[src/rtl/countdown_ctrl.sv]
// countdown_ctrl: run/pause/alarm controller sitting ahead of the MM:SS countdown chain
//
// Debounces the raw start/clear buttons, drives the countdown enable/reload,
// sounds a timed buzzer alarm once the countdown reaches 00:00 and requests
// display blinking while paused or alarming.
//
// Ports:
//   clk_in       system clock, rising edge
//   reset        asynchronous active-high reset
//   btn_start_i  raw start/pause button (bouncy, asynchronous)
//   btn_clear_i  raw clear button (bouncy, asynchronous)
//   tick_1s_i    one-cycle pulse per second
//   zero_in_i    countdown shows 00:00
//   run_en_o     countdown enable, high only in RUN
//   cnt_clear_o  one-cycle countdown reload pulse
//   state_o      00 IDLE, 01 RUN, 10 PAUSE, 11 ALARM
//   buzzer_o     square-wave tone during ALARM
//   blink_o      display blank request, toggles per second in PAUSE/ALARM
module countdown_ctrl #(
   parameter int DEB_CNT   = 200000,
   parameter int DEB_W     = 18,
   parameter int TONE_DIV  = 5000,
   parameter int TONE_W    = 13,
   parameter int ALARM_SEC = 10
) (
   input  logic       clk_in,
   input  logic       reset,
   input  logic       btn_start_i,
   input  logic       btn_clear_i,
   input  logic       tick_1s_i,
   input  logic       zero_in_i,
   output logic       run_en_o,
   output logic       cnt_clear_o,
   output logic [1:0] state_o,
   output logic       buzzer_o,
   output logic       blink_o
);
   localparam int ALM_W = $clog2(ALARM_SEC + 1);

   typedef enum logic [1:0] {
      IDLE  = 2'b00,
      RUN   = 2'b01,
      PAUSE = 2'b10,
      ALARM = 2'b11
   } state_t;

   // bit 0 = start, bit 1 = clear
   logic [1:0]       btn_raw;
   logic [1:0]       sync1_q, sync2_q, deb_q, deb_dly_q;
   logic [DEB_W-1:0] deb_cnt_q [2];
   logic [1:0]       press;

   state_t            state_q, state_d;
   logic              clr_d, cnt_clear_q, run_en_q;
   logic [ALM_W-1:0]  alm_q, alm_d;
   logic [TONE_W-1:0] tone_q, tone_d;
   logic              buzz_q, buzz_d, blink_q, blink_d;
   logic              stay, in_alarm, tone_wrap, alm_done;

   assign btn_raw = {btn_clear_i, btn_start_i};
   assign press   = deb_q & ~deb_dly_q;

   // The debounced level only follows the synchronized input once it has
   // disagreed for DEB_CNT consecutive cycles; any agreement restarts the count.
   always_ff @(posedge clk_in or posedge reset) begin
      if (reset) begin
         sync1_q   <= '0;
         sync2_q   <= '0;
         deb_q     <= '0;
         deb_dly_q <= '0;
         for (int i = 0; i < 2; i++) deb_cnt_q[i] <= '0;
      end else begin
         sync1_q   <= btn_raw;
         sync2_q   <= sync1_q;
         deb_dly_q <= deb_q;
         for (int i = 0; i < 2; i++) begin
            if (sync2_q[i] == deb_q[i]) begin
               deb_cnt_q[i] <= '0;
            end else if (deb_cnt_q[i] == DEB_W'(DEB_CNT - 1)) begin
               deb_q[i]     <= sync2_q[i];
               deb_cnt_q[i] <= '0;
            end else begin
               deb_cnt_q[i] <= deb_cnt_q[i] + DEB_W'(1);
            end
         end
      end
   end

   assign alm_done = tick_1s_i && (alm_q == ALM_W'(ALARM_SEC - 1));

   // Clear beats everything; in RUN the terminal flag beats a start press so
   // the countdown is stopped before it could wrap past 00:00.
   always_comb begin
      state_d = state_q;
      clr_d   = 1'b0;
      if (press[1]) begin
         state_d = IDLE;
         clr_d   = 1'b1;
      end else begin
         case (state_q)
            IDLE: begin
               if (press[0]) begin
                  state_d = RUN;
                  clr_d   = zero_in_i;
               end
            end
            RUN: begin
               if (zero_in_i) state_d = ALARM;
               else if (press[0]) state_d = PAUSE;
            end
            PAUSE: begin
               if (press[0]) state_d = RUN;
            end
            ALARM: begin
               if (press[0] || alm_done) state_d = IDLE;
            end
            default: state_d = IDLE;
         endcase
      end
   end

   // Per-state counters only advance while the state is held; any transition
   // (including entry) returns them to zero, so an entry-cycle tick is dropped.
   assign stay      = (state_d == state_q);
   assign in_alarm  = stay && (state_q == ALARM);
   assign tone_wrap = (tone_q == TONE_W'(TONE_DIV - 1));
   assign alm_d     = in_alarm ? alm_q + ALM_W'(tick_1s_i) : '0;
   assign tone_d    = (in_alarm && !tone_wrap) ? tone_q + TONE_W'(1) : '0;
   assign buzz_d    = in_alarm && (buzz_q ^ tone_wrap);
   assign blink_d   = stay && (state_q == PAUSE || state_q == ALARM) && (blink_q ^ tick_1s_i);

   always_ff @(posedge clk_in or posedge reset) begin
      if (reset) begin
         state_q     <= IDLE;
         run_en_q    <= 1'b0;
         cnt_clear_q <= 1'b0;
         alm_q       <= '0;
         tone_q      <= '0;
         buzz_q      <= 1'b0;
         blink_q     <= 1'b0;
      end else begin
         state_q     <= state_d;
         run_en_q    <= (state_d == RUN);
         cnt_clear_q <= clr_d;
         alm_q       <= alm_d;
         tone_q      <= tone_d;
         buzz_q      <= buzz_d;
         blink_q     <= blink_d;
      end
   end

   assign state_o     = state_q;
   assign run_en_o    = run_en_q;
   assign cnt_clear_o = cnt_clear_q;
   assign buzzer_o    = buzz_q;
   assign blink_o     = blink_q;
endmodule
[config.mk]
export PLATFORM = sky130hd
export DESIGN_NAME = countdown_ctrl
export DESIGN_NICKNAME = d
export VERILOG_FILES = /design/src/rtl/countdown_ctrl.sv
export SDC_FILE = /design/constraint.sdc
export NUM_CORES = 1
export LEC_CHECK = 0
export ABC_AREA = 1
export CORE_MARGIN = 2
export CORE_UTILIZATION = 50
export DETAILED_ROUTE_END_ITERATION = 16
export PLACE_DENSITY = 0.69
export SLEW_MARGIN = 20
export SYNTH_ARGS = -nofsm -noshare
export SYNTH_HDL_FRONTEND = slang
export SYNTH_SLANG_ARGS = --single-unit
[constraint.sdc]
create_clock -name clk_in -period 2.5 [get_ports clk_in]
set_input_delay 0.5 -clock clk_in [delete_from_list [all_inputs] [get_ports clk_in]]
set_output_delay 0.5 -clock clk_in [all_outputs]
set_load 0.02 [all_outputs]
==> impl_metrics.csv <==
group,metric,value,unit
synth,synth_area_leaders,"dfrtp_1 49%, nand2_1 9.3%, nor2_1 8.7%",
sta,fmax,0.4958,GHz
final_layout,syn_to_final_growth,11.40,%
synth,synth_compound_area_frac,0.02651,
floorplan,core-area,0.006719,mm2
global_routing,met1_usage,0.2647,
placement,gp_congestion,0.9028,
hold_path,min_path_type,"flip-flop to flip-flop",
synth,synth_warnings,0,
placement,postPlaceCellArea,0.003660,mm2
synth,synth_area_per_cell,8.032,um2
synth,synth_top_family_by_area,"simple AND/OR/NAND/NOR gates",
hold_path,min-delay-start,"sync1_q[0]",
sta,period_share,0.8068,
sta,min_period,2.017,ns
sta,worstMarginPinSlew,0.4547,ns
clock_tree,clk_latency,0.34,ns
worst_setup_path,ff2ff_path_depth,8,
clock_tree,htree_levels,3,
synth,async_flop_share,1.000,
power_and_ir_drop,ir_drop,0.3265,mV
synth,yosysTopAreaCellShare,0.4866,
sta,setup_ws,0.4831,ns
clock_tree,holdBufCountCts,0,
global_routing,grt_start_max_net_pins,68,
global_routing,grt_util_met2,0.3234,
hold_path,whs_endpoint,"sync2_q[0]",
sta,fin_setup_tns,0,ns
synth,yosys-top-cells-count,"85 x nand2_1, 80 x nor2_1, 67 x dfrtp_1",
synth,syn_nets,440,
detailed_routing,antenna_left,0,
global_routing,busiest_layer,"met2",
placement,port_buffers,11,
final_layout,nNetsFinal,461,
final_layout,fillers,633,
worst_setup_path,ff2ff_setup_slack,0.63,ns
synth,ys.flop_type,"dfrtp_1",
final_layout,final_area,0.003839,mm2
synth,synth-simple-area-share,0.3206,
synth,synth_seq_area_share,0.4866,
clock_tree,cts_sinks,67,
final_layout,n_antenna_cell,0,
worst_setup_path,cp.arrival,1.52,ns
sta,finalHoldViolations,0,
placement,dp_slack,0.5363,ns
worst_setup_path,crit-reg2reg-launch,"deb_cnt_q[0]",
global_routing,overflow,0,
synth,synth_edf_count,0,
power_and_ir_drop,totalPowerFinal,2.046,mW
worst_setup_path,setup.worst_path.class,"flip-flop to output port",
power_and_ir_drop,power_density,533.0,mW/mm2
synth,synth_most_common_cell,"nand2_1",
hold_path,min_delay_path_depth,0,
clock_tree,cts_buffers,9,
clock_tree,cts.reportedPaths.clkPinSlew,0.07,ns
global_routing,antenna_found_initial,0,
floorplan,die_w,87.02,um
worst_setup_path,critPathCaptureType,"output port",
worst_setup_path,cp.required,2.00,ns
synth,ys_types,24,
worst_setup_path,start_kind,"flip-flop",
detailed_routing,drcViolationCount,0,
global_routing,grt_pass1_vias,2656,
detailed_routing,avgViaCountPerCell,5.142,
detailed_routing,drt_wl_total,6.706,mm
floorplan,ioPinCount,12,
global_routing,grt_pass1_wl,11.91,mm
worst_setup_path,cp.buffers_inverters,1,
placement,dp_hpwl,4.742,mm
clock_tree,cts_resized,0,
global_routing,track_usage,0.2020,
detailed_routing,vias,2746,
sta,setup_viol,0,
detailed_routing,drt_first_pass_iters,4,
detailed_routing,route.detailed.wl_per_inst,12.56,um
synth,synthMuxAreaShare,0,
worst_setup_path,worst-path-max-fanout,7,
job,drv_cap,0,
synth,syn_area,0.003446,mm2
floorplan,initial_core_util,0.5128,
synth,yosysTopAreaCell,"dfrtp_1",
global_routing,grt_use_met3,0.06825,
clock_tree,cts_setup_buffers,0,
outcome,status,"complete, no violations",
worst_setup_path,slowest_delay,0.67,ns
worst_setup_path,reg2reg_to,"deb_cnt_q[16]",
clock_tree,root_buffer,"clkbuf_8",
final_layout,utilization,0.5713,
floorplan,die_y,87.02,um
synth,synth_adder_area_share,0.01816,
clock_tree,clk_path_buf_depth,2,
sta,fin_skew,0.009788,ns
sta,relSlewSlack,0.6958,
synth,netlist_instances,429,
floorplan,fp-row-count,30,
sta,grt_setup_unrepaired,"no",
synth,synth_xor_area_frac,0.07371,
clock_tree,cts_tree,"built",
floorplan,die_area,0.007572,mm2
sta,final_max_slew_viol_count,0,
detailed_routing,first_iter_violations,152,
synth,synth-seq-cells,67,
final_layout,drive_gt1_frac,0.06828,
worst_setup_path,cpMaxStageDelayCell,"clkdlybuf4s50_1",
power_and_ir_drop,leakagePower,1.669,nW
worst_setup_path,cp_top_family,"buffers and inverters",
worst_setup_path,crit_chain,"clkdlybuf4s50_1",
==> logic make-up (layout without fill, tap and decap cells) <==
logic type,Yosys count,in the layout
xor+xnor,29,29
flops,67,67
buf+inv,65,90
simple gates,246,246
compound gates,17,17
fa+ha+maj,5,5
==> state kept, by name, summed over array words and instances (netlist names) <==
signal       cells
deb_cnt_q       36
tone_q          13
alm_q            4
deb_dly_q        2
deb_q            2
state_o          2
sync1_q          2
sync2_q          2
blink_o          1
buzzer_o         1
cnt_clear_o      1
run_en_o         1
==> where the power goes <==
part | leakage [nW] | switching [mW] | internal (mW)
combinational | 0.659 | 0.0606 | 0.0427
clock | 0.0953 | 0.389 | 0.433
sequential | 0.915 | 0.0175 | 1.10
total | 1.67 | 0.467 | 1.58
==> cells in the final DEF, fill, tap and decap left out <==
| cell type | instances |
|---|---|
| nor3_2 | 5 |
| a21oi_1 | 8 |
| nor2_1 | 80 |
| o41ai_1 | 1 |
| nand4_1 | 15 |
| xor2_1 | 20 |
| clkbuf_8 | 12 |
| buf_4 | 1 |
| nor2_2 | 3 |
| buf_12 | 1 |
| dfrtp_1 | 67 |
| nand3b_1 | 1 |
| nand3_1 | 26 |
| clkdlybuf4s50_1 | 11 |
| inv_2 | 3 |
| xnor2_1 | 9 |
| nand2_1 | 85 |
| nor3_1 | 27 |
| ha_1 | 5 |
| inv_1 | 59 |
| nand4_4 | 1 |
| clkbuf_1 | 1 |
| nor3_4 | 1 |
| o21bai_1 | 1 |
| clkinv_2 | 2 |
| nand2_2 | 2 |
| o21ai_0 | 7 |
==> how the worst max path moves through the flow <==
stage / cells after the start / endpoint / slack (ns) / from
2_1_floorplan: 1 / alm_q[0] / 0.32 / reset
3_3_place_gp: 7 / tone_q[6] / 0.63 / zero_in_i
3_5_place_dp: 7 / tone_q[6] / 0.54 / zero_in_i
4_1_cts: 1 / state_o[1] / 0.48 / state_o[1]
5_1_grt: 1 / state_o[1] / 0.43 / state_o[1]
6_report: 1 / state_o[1] / 0.48 / state_o[1]
==> layer usage <==
layer  up-vias  share of wire  wire (um)
li1       1396              -          -
met1      1275           0.47       3162
met2        64           0.47       3156
met3        11          0.044        294
met4         0          0.014         92
met5         -              0          0
==> cell type report <==
cell class | count | area (um2) | share of cell area
sequential | 67 | 1677 | 0.4368
inverter | 62 | 232.7 | 0.06063
clock buffer | 13 | 168.9 | 0.04400
tap | 80 | 100.1 | 0.02608
clock inverter | 2 | 10.01 | 0.002608
timing repair buffer | 13 | 137.6 | 0.03585
multi-input combinational | 297 | 1513 | 0.3941
==> metrics by stage <==
stage | std cells | hold slack (ns)
after global routing | 534 | 0.3734
after detailed placement | 519 | 0.3386
after global placement | 519 | 0.3377
final | 534 | 0.3524
after floorplan | 429 | 0.3312
after CTS | 534 | 0.3540
Note: power is estimated with default switching activity, not from simulation.
